--- src/rtl/can_rx_frame_packer.sv ---
// can_rx_frame_packer
// Collects one received CAN/CAN FD frame as a byte stream, packs it little-endian
// into 32-bit words in a local buffer, and bursts the words to the RX FIFO as one
// contiguous wr run once the frame ends cleanly and passes acceptance filtering.
// Errored, rejected, empty or oversized frames never reach the FIFO.
module can_rx_frame_packer #(
  parameter int MAX_BYTES = 69
) (
  input  logic        clk,
  input  logic        rst,
  input  logic        reset_mode,
  input  logic        rx_sof,
  input  logic        rx_byte_valid,
  input  logic [7:0]  rx_byte,
  input  logic        rx_eof_ok,
  input  logic        rx_err,
  input  logic        id_ok,
  output logic        wr,
  output logic [31:0] data_out,
  output logic        busy,
  output logic        frame_dropped
);

  localparam int DEPTH = (MAX_BYTES + 3) / 4;
  localparam logic [6:0] MAX_CNT = 7'(MAX_BYTES);

  typedef enum logic [1:0] {IDLE, COLLECT, DRAIN, GAP} state_t;

  state_t      state;
  state_t      state_nxt;
  logic [31:0] fbuf [DEPTH];
  logic [6:0]  byte_cnt;
  logic        trunc;
  logic [4:0]  rd_idx;
  logic        drop_pend;

  logic [4:0]  word_cnt;
  logic        start;
  logic [6:0]  cnt_base;
  logic        trunc_base;
  logic        store;
  logic        accept;
  logic        last_word;

  logic        wr_nxt;
  logic [31:0] data_nxt;
  logic        drop_nxt;

  // A start-of-frame seen in IDLE or COLLECT opens a fresh frame; a byte valid in
  // that same cycle becomes byte 0, so counters are taken from zero in that cycle.
  // Bytes arriving in an eof/err cycle are not part of the frame.
  assign word_cnt   = 5'((byte_cnt + 7'd3) >> 2);
  assign start      = rx_sof && ((state == IDLE) || (state == COLLECT));
  assign cnt_base   = start ? 7'd0 : byte_cnt;
  assign trunc_base = start ? 1'b0 : trunc;
  assign store      = rx_byte_valid &&
                      (start || ((state == COLLECT) && !rx_eof_ok && !rx_err));
  assign accept     = id_ok && !trunc && (byte_cnt != 7'd0);
  assign last_word  = (rd_idx >= word_cnt);
  assign busy       = (state != IDLE);

  // State register
  always_ff @(posedge clk) begin
    if (rst) state <= IDLE;
    else     state <= state_nxt;
  end

  // Next-state logic; reset_mode aborts from any state
  always_comb begin
    state_nxt = state;
    if (reset_mode) begin
      state_nxt = IDLE;
    end else begin
      case (state)
        IDLE:    if (rx_sof) state_nxt = COLLECT;
        COLLECT: begin
          if (rx_sof)         state_nxt = COLLECT;
          else if (rx_err)    state_nxt = IDLE;
          else if (rx_eof_ok) state_nxt = accept ? DRAIN : IDLE;
        end
        DRAIN:   if (last_word) state_nxt = GAP;
        GAP:     state_nxt = IDLE;
        default: state_nxt = IDLE;
      endcase
    end
  end

  // Output decode for the registered FIFO interface. A restart seen during the
  // burst is held pending and reported only once wr has dropped.
  always_comb begin
    wr_nxt   = 1'b0;
    data_nxt = data_out;
    drop_nxt = 1'b0;
    if (!reset_mode) begin
      case (state)
        COLLECT: begin
          if (rx_sof || rx_err) begin
            drop_nxt = 1'b1;
          end else if (rx_eof_ok) begin
            if (accept) begin
              wr_nxt   = 1'b1;
              data_nxt = fbuf[0];
            end else begin
              drop_nxt = 1'b1;
            end
          end
        end
        DRAIN: begin
          if (!last_word) begin
            wr_nxt   = 1'b1;
            data_nxt = fbuf[rd_idx];
          end else begin
            drop_nxt = drop_pend || rx_sof;
          end
        end
        GAP:     drop_nxt = rx_sof;
        default: ;
      endcase
    end
  end

  // Registered FIFO-side outputs
  always_ff @(posedge clk) begin
    if (rst) begin
      wr            <= 1'b0;
      data_out      <= 32'd0;
      frame_dropped <= 1'b0;
    end else begin
      wr            <= wr_nxt;
      data_out      <= data_nxt;
      frame_dropped <= drop_nxt;
    end
  end

  // Frame bookkeeping: byte count, sticky truncation, drain pointer, pending drop
  always_ff @(posedge clk) begin
    if (rst || reset_mode) begin
      byte_cnt  <= 7'd0;
      trunc     <= 1'b0;
      rd_idx    <= 5'd0;
      drop_pend <= 1'b0;
    end else begin
      if (store) begin
        if (cnt_base == MAX_CNT) begin
          byte_cnt <= cnt_base;
          trunc    <= 1'b1;
        end else begin
          byte_cnt <= cnt_base + 7'd1;
          trunc    <= trunc_base;
        end
      end else if (start) begin
        byte_cnt <= 7'd0;
        trunc    <= 1'b0;
      end

      if (state == COLLECT)
        rd_idx <= 5'd1;
      else if ((state == DRAIN) && !last_word)
        rd_idx <= rd_idx + 5'd1;

      if ((state == DRAIN) && !last_word)
        drop_pend <= drop_pend || rx_sof;
      else
        drop_pend <= 1'b0;
    end
  end

  // Frame buffer write; opening a word at lane 0 clears its upper lanes so a
  // partial final word is zero-padded
  always_ff @(posedge clk) begin
    if (store && !reset_mode && (cnt_base != MAX_CNT)) begin
      if (cnt_base[1:0] == 2'd0)
        fbuf[cnt_base[6:2]] <= {24'd0, rx_byte};
      else
        fbuf[cnt_base[6:2]][{cnt_base[1:0], 3'b000} +: 8] <= rx_byte;
    end
  end

endmodule

--- config.mk ---
export PLATFORM = sky130hd
export DESIGN_NAME = can_rx_frame_packer
export DESIGN_NICKNAME = d
export VERILOG_FILES = /design/src/rtl/can_rx_frame_packer.sv
export SDC_FILE = /design/constraint.sdc
export NUM_CORES = 1
export LEC_CHECK = 0
export ABC_CLOCK_PERIOD_IN_PS = 5600
export CAP_MARGIN = 20
export CORE_UTILIZATION = 65
export DETAILED_ROUTE_END_ITERATION = 8
export PLACE_DENSITY_LB_ADDON = 0.05
export SLEW_MARGIN = 20
export SYNTH_ARGS = -nofsm -noshare
export SYNTH_HDL_FRONTEND = slang
export SYNTH_SLANG_ARGS = --single-unit
--- constraint.sdc ---
create_clock -name clk -period 5.6 [get_ports clk]
set_clock_uncertainty 0.15 [all_clocks]
set_input_delay 1.4 -clock clk [delete_from_list [all_inputs] [get_ports clk]]
set_output_delay 1.4 -clock clk [all_outputs]
set_load 0.01 [all_outputs]
==> results of run 1 <==
==> metrics by stage <==
step | setup slack, ns | hold slack [ns] | cell area, um2 | total power (W) | std cells
floorplan | 1.60 | 0.287 | 26200 | 0.00535 | 1727
global placement | 0.670 | 0.320 | 27500 | 0.00543 | 2277
detailed placement | 0.558 | 0.321 | 27500 | 0.00543 | 2277
CTS | 1.19 | 0.336 | 29500 | 0.00941 | 2386
global route | 0.916 | 0.350 | 29500 | 0.00960 | 2386
finish | 1.09 | 0.338 | 29500 | 0.00939 | 2387
==> worst max path at each step <==
| stage | slack [ns] | cells past startpoint | startpoint | end |
|---|---|---|---|---|
| floorplan | 1.60 | 9 | rx_sof | fbuf[10][24]$_DFFE_PP_ |
| global placement | 0.67 | 8 | rx_sof | fbuf[16][31]$_DFFE_PP_ |
| detailed placement | 0.56 | 8 | rx_sof | fbuf[9][28]$_DFFE_PP_ |
| CTS | 1.19 | 8 | rx_sof | fbuf[11][28]$_DFFE_PP_ |
| global route | 0.92 | 8 | rx_sof | fbuf[1][26]$_DFFE_PP_ |
| finish | 1.09 | 8 | rx_sof | fbuf[17][31]$_DFFE_PP_ |
==> logic make-up (layout without fill, tap and decap cells) <==
logic type,after synthesis,count (layout),share of synthesized area (%)
flops,626,626,69.7
compound gates,240,240,6.23
buf+inv,149,283,2.77
xor+xnor,13,13,0.434
mux,259,259,11.4
other cells,0,1,0
fa+ha+maj,18,18,0.858
simple gates,422,422,8.65
==> cells in the final DEF, fill, tap and decap left out, types with 3 or more instances in the layout <==
master	count
a211oi_1	36
a21oi_1	44
a22oi_1	64
a31oi_1	34
and2_1	33
and3_1	3
buf_12	3
buf_4	80
bufinv_16	9
clkbuf_1	13
clkbuf_16	61
clkdlybuf4s50_1	49
clkinv_1	11
clkinv_2	12
dfxtp_1	48
edfxtp_1	576
ha_1	17
inv_1	41
mux2i_1	228
mux4_2	31
nand2_1	69
nand2b_1	3
nand3_1	39
nand4_1	32
nor2_1	154
nor3_1	5
nor3b_1	4
nor3b_2	32
o21a_1	3
o21ai_0	6
o21ai_2	4
o22ai_1	32
or2_2	34
xnor2_1	11
==> sequential cells by signal, summed over array words and instances (netlist names), named ones only <==
| name | cells |
|---|---|
| byte_cnt | 7 |
| data_out | 32 |
| drop_pend | 1 |
| fbuf | 576 |
| frame_dropped | 1 |
| rd_idx | 5 |
| state | 1 |
| trunc | 1 |
| wr | 1 |
==> per-layer routing <==
metal	GRT usage, %	wire length, um	vias to the layer above
met5	0	0	-
met4	11.1	2050	0
met3	4.13	5170	125
met2	48.2	29200	699
met1	44.5	25500	7623
li1	-	-	6800
==> layout make-up <==
| cell class | instances | area, um2 | share of cell area, % |
|---|---|---|---|
| multi-input combinational | 952 | 7250 | 24.6 |
| clock buffer | 75 | 1590 | 5.39 |
| timing repair buffer | 133 | 1160 | 3.92 |
| tap | 525 | 657 | 2.23 |
| sequential | 626 | 18300 | 62.0 |
| antenna | 1 | 2.50 | 0.00848 |
| clock inverter | 34 | 387 | 1.31 |
| inverter | 41 | 154 | 0.522 |
==> synthesized netlist by cell type (all sizes together) (5+ instances only) <==
| master | number |
|---|---|
| a211oi | 37 |
| a21oi | 44 |
| a22oi | 64 |
| a31oi | 35 |
| and2 | 34 |
| buf | 57 |
| clkbuf | 51 |
| dfxtp | 50 |
| edfxtp | 576 |
| ha | 18 |
| inv | 41 |
| mux2i | 228 |
| mux4 | 31 |
| nand2 | 70 |
| nand3 | 39 |
| nand4 | 32 |
| nor2 | 155 |
| nor3 | 5 |
| nor3b | 36 |
| o21ai | 13 |
| o22ai | 32 |
| or2 | 34 |
| xnor2 | 11 |
==> power groups by stage <==
stage | Combinational, W | Sequential (W) | Clock [W]
final | 0.000265 | 0.00507 | 0.00405
after global routing | 0.000281 | 0.00507 | 0.00425
after CTS | 0.000262 | 0.00507 | 0.00408
after detailed placement | 0.000261 | 0.00517 | 0
after global placement | 0.000258 | 0.00517 | 0
after floorplan | 0.000177 | 0.00517 | 0
==> worst reg2reg max path: stages (launching register included) <==
cell	delay, ns
dfxtp_1	0.40
inv_1	0.10
ha_1	0.34
o21ai_0	0.47
buf_4	0.27
nand2_1	0.17
ha_1	0.34
or2_2	0.36
nor4_4	0.59
and2_1	0.56
==> results.md, run 1 <==
- Clk pwr share: 43.1%
- R2R depth: 9
- Hold Startpoint: drop_pend$_SDFF_PP0_
- Synthesis Warnings: 0
- Synth Cell Area: 26,200 um2
- Cell taking the most area after synthesis: edfxtp_1
- Status: finished clean
- Gpl congestion: 0.959
- Int Power: 0.00757 W
- Max Buffers Root-to-Sink: 3
- Die height: 203 um
- PostCTS Resize Cnt: 0
- Seq/Total Area, Yosys: 69.7%
- Via Count: 15,200
- Die W: 203 um
- Critical R2R Capture: fbuf[17][31]$_DFFE_PP_
- Leakage power: 9.79 nW
- Worst min path class: reg -> reg
- Core Box Area: 39,800 um2
- Detailed Route WL: 61,900 um
- Post-synth cell types: 54
- Total track usage: 30.7%
- CTS Root Cell: clkbuf_16
- Critical Path Source Type: input port
- Critical Path RT: 5.78 ns
- Setup crit end kind: flip-flop
- CTS tree: done
- IO Pins: 51
- Fin nets: 1,846
- Initial Utilization: 65.9%
- Synth Register Bits: 626
- CP Data Arrival Time: 4.69 ns
- Hold Buf Count CTS: 0
- Setup TNS: 0 ns
- Mapped Nets: 1,761
- # port buffers: 50
- Initial antenna violation count: 1
- Hold path cells: 1
- Grt ovf: 0
- Pre-antenna DRT Iters: 6
- Cells after Synth: 1,727
- Synth-to-Final Area Change: 12.4%
- R2R Setup Slk: 1.57 ns
- Net switching power of the design: 0.00181 W
- Routed wire per std cell: 25.9 um
- Finished Core Util: 74.1%
- # rows: 73
- Crit path kind: in -> reg
- Global-route wire length before repair: 91,200 um
- Worst-path clk slew: 0.06 ns
- Sequential Power Share: 54.0%
- Fillers: 2,503
- Slowest cell on the critical path: clkdlybuf4s50_1
- ANT nets after route: 0
- Clock Sinks: 626
- Largest cells by area after synthesis: edfxtp_1 66%, mux2i_1 8.7%, dfxtp_1 3.8%, mux4_2 2.7%, nor2_1 2.2%
- Die area: 41,200 um2
- CP Cell Sequence: clkdlybuf4s50_1 > o21ai_0 > nand2_1 > inv_1 > ha_1 > a21o_1 > nor4_4 > and2_1
- Worst slew pin tran: 1.23 ns
- Post-synth ARST share: 0%
- Pwr/cell area: 318 nW/um2
- Rel. slew slack: 17.7%
- Comb pwr share: 2.8%
- Syn_area_per_cell: 15.2 um2
- Period utilization: 80.6%
- Synth top area share: 65.9%
- Vias in the first global route: 14,700
- Top delay family on crit path: simple AND/OR/NAND/NOR gates
- RSZ-0062 raised after global routing: false
- Final setup viols: 0
- Postcts setup bufs: 0
- Hold path endpoint: drop_pend$_SDFF_PP0_
- 1st-iter DRT viols: 1,652
- Worst VDD drop: 0.304 mV
- Worst skew pair latency: 0.61 ns
- Max_cap viols: 0
- Slew Viols, Final: 0
- Final Hold Violating Endpoints: 0
- Minimum clock period: 4.51 ns
- DRC viols: 0
- H-tree levels: 2
- Buf+Inv Stages, Crit Path: 2
- Switching part of the total power: 19.3%
- Layout cells sized above 1: 15.3%
- Vias per cell: 6.39
- Crit Path Max Fanout: 18
- DPL Wire Length: 36,100 um
- Critical path's largest stage delay: 0.65 ns
- Ys flop type: edfxtp_1
- Total CTS buffers: 58
- EDFF count, synth: 576
- Largest net degree at the start of global routing: 131
- Fmax: 0.222 GHz
(Power assumes the default switching activity.)
==> run 2, diff against run 1 <==
Settings changed: ABC_CLOCK_PERIOD_IN_PS 5600 to 4100, CORE_UTILIZATION 65 to 56.
Clock period 5.6 ns to 4.1 ns, I/O delays scaled along.
==> run 2 against run 1 <==
  * Global-route usage shrank 2.1 points
  * Power grew 41%
  * Register-to-register slack lost 1.0 ns
  * Sequential power grew 37%
  * Critical path type is now reg -> reg
  * Clock power grew 45%
  * Hold slack lost 0.0099 ns
  * Wire length grew 7.5%
  * Sequential cell count is the same
  * Largest cell class unchanged
==> results.md, run 2 (synthesized netlist as in run 1, its figures left out) <==
- CP Cell Sequence: inv_1 > ha_1 > o21ai_0 > buf_4 > nand2_1 > buf_4 > ha_1 > nand2b_1 > nor4_4 > and2_1
- Finished Core Util: 65.9%
- Vias per cell: 6.17
- Clk pwr share: 44.4%
- Max Buffers Root-to-Sink: 3
- Finished Layout Cells: 2,524
- DRC viols: 0
- Vias in the first global route: 15,000
- Fmax: 0.280 GHz
- Fin nets: 1,903
- Die height: 219 um
- Critical Path Source Type: flip-flop
- Synth-to-Final Area Change: 14.9%
- Post-route cell area: 30,200 um2
- ANT nets after route: 0
- Routed wire per std cell: 26.4 um
- Most common cell after layout, fill and taps aside: edfxtp_1
- Crit path kind: reg -> reg
- Worst skew pair latency: 0.64 ns
- Pre-antenna DRT Iters: 6
- Fillers: 3,167
- # port buffers: 50
- Worst-path clk slew: 0.06 ns
- # rows: 78
- Initial Utilization: 57.3%
- Core Box Area: 45,800 um2
- Final Hold Violating Endpoints: 0
- Leakage power: 10.1 nW
- Buf+Inv Stages, Crit Path: 3
- Hold Buf Count CTS: 0
- Net switching power of the design: 0.00262 W
- 1st-iter DRT viols: 1,763
- Sequential Power Share: 52.6%
- Pwr/cell area: 437 nW/um2
- Critical Path RT: 4.26 ns
- Comb pwr share: 3.0%
- Via Count: 15,600
- CTS Root Cell: clkbuf_16
- RSZ-0062 raised after global routing: false
- Status: finished clean
- Worst VDD drop: 0.423 mV
- Placed Cells: 2,406
- Total CTS buffers: 61
- Crit Path Max Fanout: 18
- Rel. slew slack: 25.4%
- PostCTS Resize Cnt: 0
- DP Area: 28,100 um2
- Period utilization: 87.0%
- Setup crit end kind: flip-flop
- Initial antenna violation count: 2
- Die area: 47,700 um2
- Final setup viols: 0
- IO Pins: 51
- Postcts setup bufs: 0
- Slew Viols, Final: 0
- Switching part of the total power: 19.9%
- CP Data Arrival Time: 3.72 ns
- Total track usage: 28.5%
- Gpl congestion: 0.902
- Commonest cells after routing, fill and taps aside: 576 x edfxtp_1, 228 x mux2i_1, 154 x nor2_1, 131 x buf_4, 70 x nand2_1
- Worst slew pin tran: 1.12 ns
- Minimum clock period: 3.57 ns
- Grt ovf: 0
- DPL Wire Length: 42,700 um
- Critical path's largest stage delay: 0.74 ns
- CTS tree: done
- Detailed Route WL: 66,600 um
- Max_cap viols: 0
- Layout cells sized above 1: 17.8%
- Global-route wire length before repair: 98,300 um
- Top delay family on crit path: simple AND/OR/NAND/NOR gates
- Die W: 219 um
- Largest net degree at the start of global routing: 65
- Int Power: 0.0106 W
- Slowest cell on the critical path: and2_1
- H-tree levels: 2
- Clock Sinks: 626
- Worst min path class: reg -> reg
- Max reg flops: 576
## run 2: cell count changes in the layout (fill, tap and decap cells not counted), moves of 2 or more
cell,change
buf_4,+51
clkbuf_1,+9
clkinv_1,-6
clkinv_2,-6
clkbuf_8,+5
buf_12,+3
clkbuf_16,+2
## run 2: per-layer routing
metal	track usage [%]	vias to the layer above	part of all wire (%)	wire, um
li1	-	6927	-	-
met2	42.6	678	46	30400
met3	5.09	113	7.8	5210
met5	0	-	0	0
met1	42.4	7855	44	29100
met4	9.65	0	2.9	1920
## run 2: worst reg2reg max path: stages (launching register included)
cell      delay, ns
dfxtp_1        0.38
inv_1          0.12
ha_1           0.26
o21ai_0        0.25
buf_4          0.21
nand2_1        0.10
buf_4          0.19
ha_1           0.34
nand2b_1       0.20
nor4_4         0.30
and2_1         0.74
## run 2: stage by stage
stage	TNS, ns	hold WS (ns)	power [W]	setup slack (ns)
floorplan	0	0.287	0.00731	0.473
global placement	0	0.314	0.00746	0.0389
detailed placement	-0.940	0.320	0.00746	-0.0307
CTS	0	0.329	0.0133	0.544
global route	0	0.361	0.0135	0.340
finish	0	0.328	0.0132	0.532
## run 2: power by group through the flow
stage               sequential [W]  clock [W]  combinational [W]
global route               0.00693    0.00618           0.000415
finish                     0.00694    0.00586           0.000394
floorplan                  0.00707          0           0.000242
detailed placement         0.00707          0           0.000390
CTS                        0.00694    0.00593           0.000392
global placement           0.00707          0           0.000387
## run 2: final cells by class
class | count | area, um2 | share of cell area, %
clock buffer | 91 | 1740 | 5.77
multi-input combinational | 952 | 7250 | 24.0
timing repair buffer | 187 | 1600 | 5.30
sequential | 626 | 18300 | 60.7
antenna | 2 | 5.00 | 0.0166
inverter | 41 | 154 | 0.510
tap | 600 | 751 | 2.49
clock inverter | 25 | 359 | 1.19
## run 2: worst paths after layout
check / cells after the start / slack [ns] / to / from
max: 10 / 0.53 / fbuf[15][27]$_DFFE_PP_ / state[0]$_SDFFE_PP0P_
min: 2 / 0.33 / trunc$_SDFF_PP0_ / trunc$_SDFF_PP0_
max reg2reg: 10 / 0.53 / fbuf[15][27]$_DFFE_PP_ / state[0]$_SDFFE_PP0P_
min reg2reg: 2 / 0.33 / trunc$_SDFF_PP0_ / trunc$_SDFF_PP0_
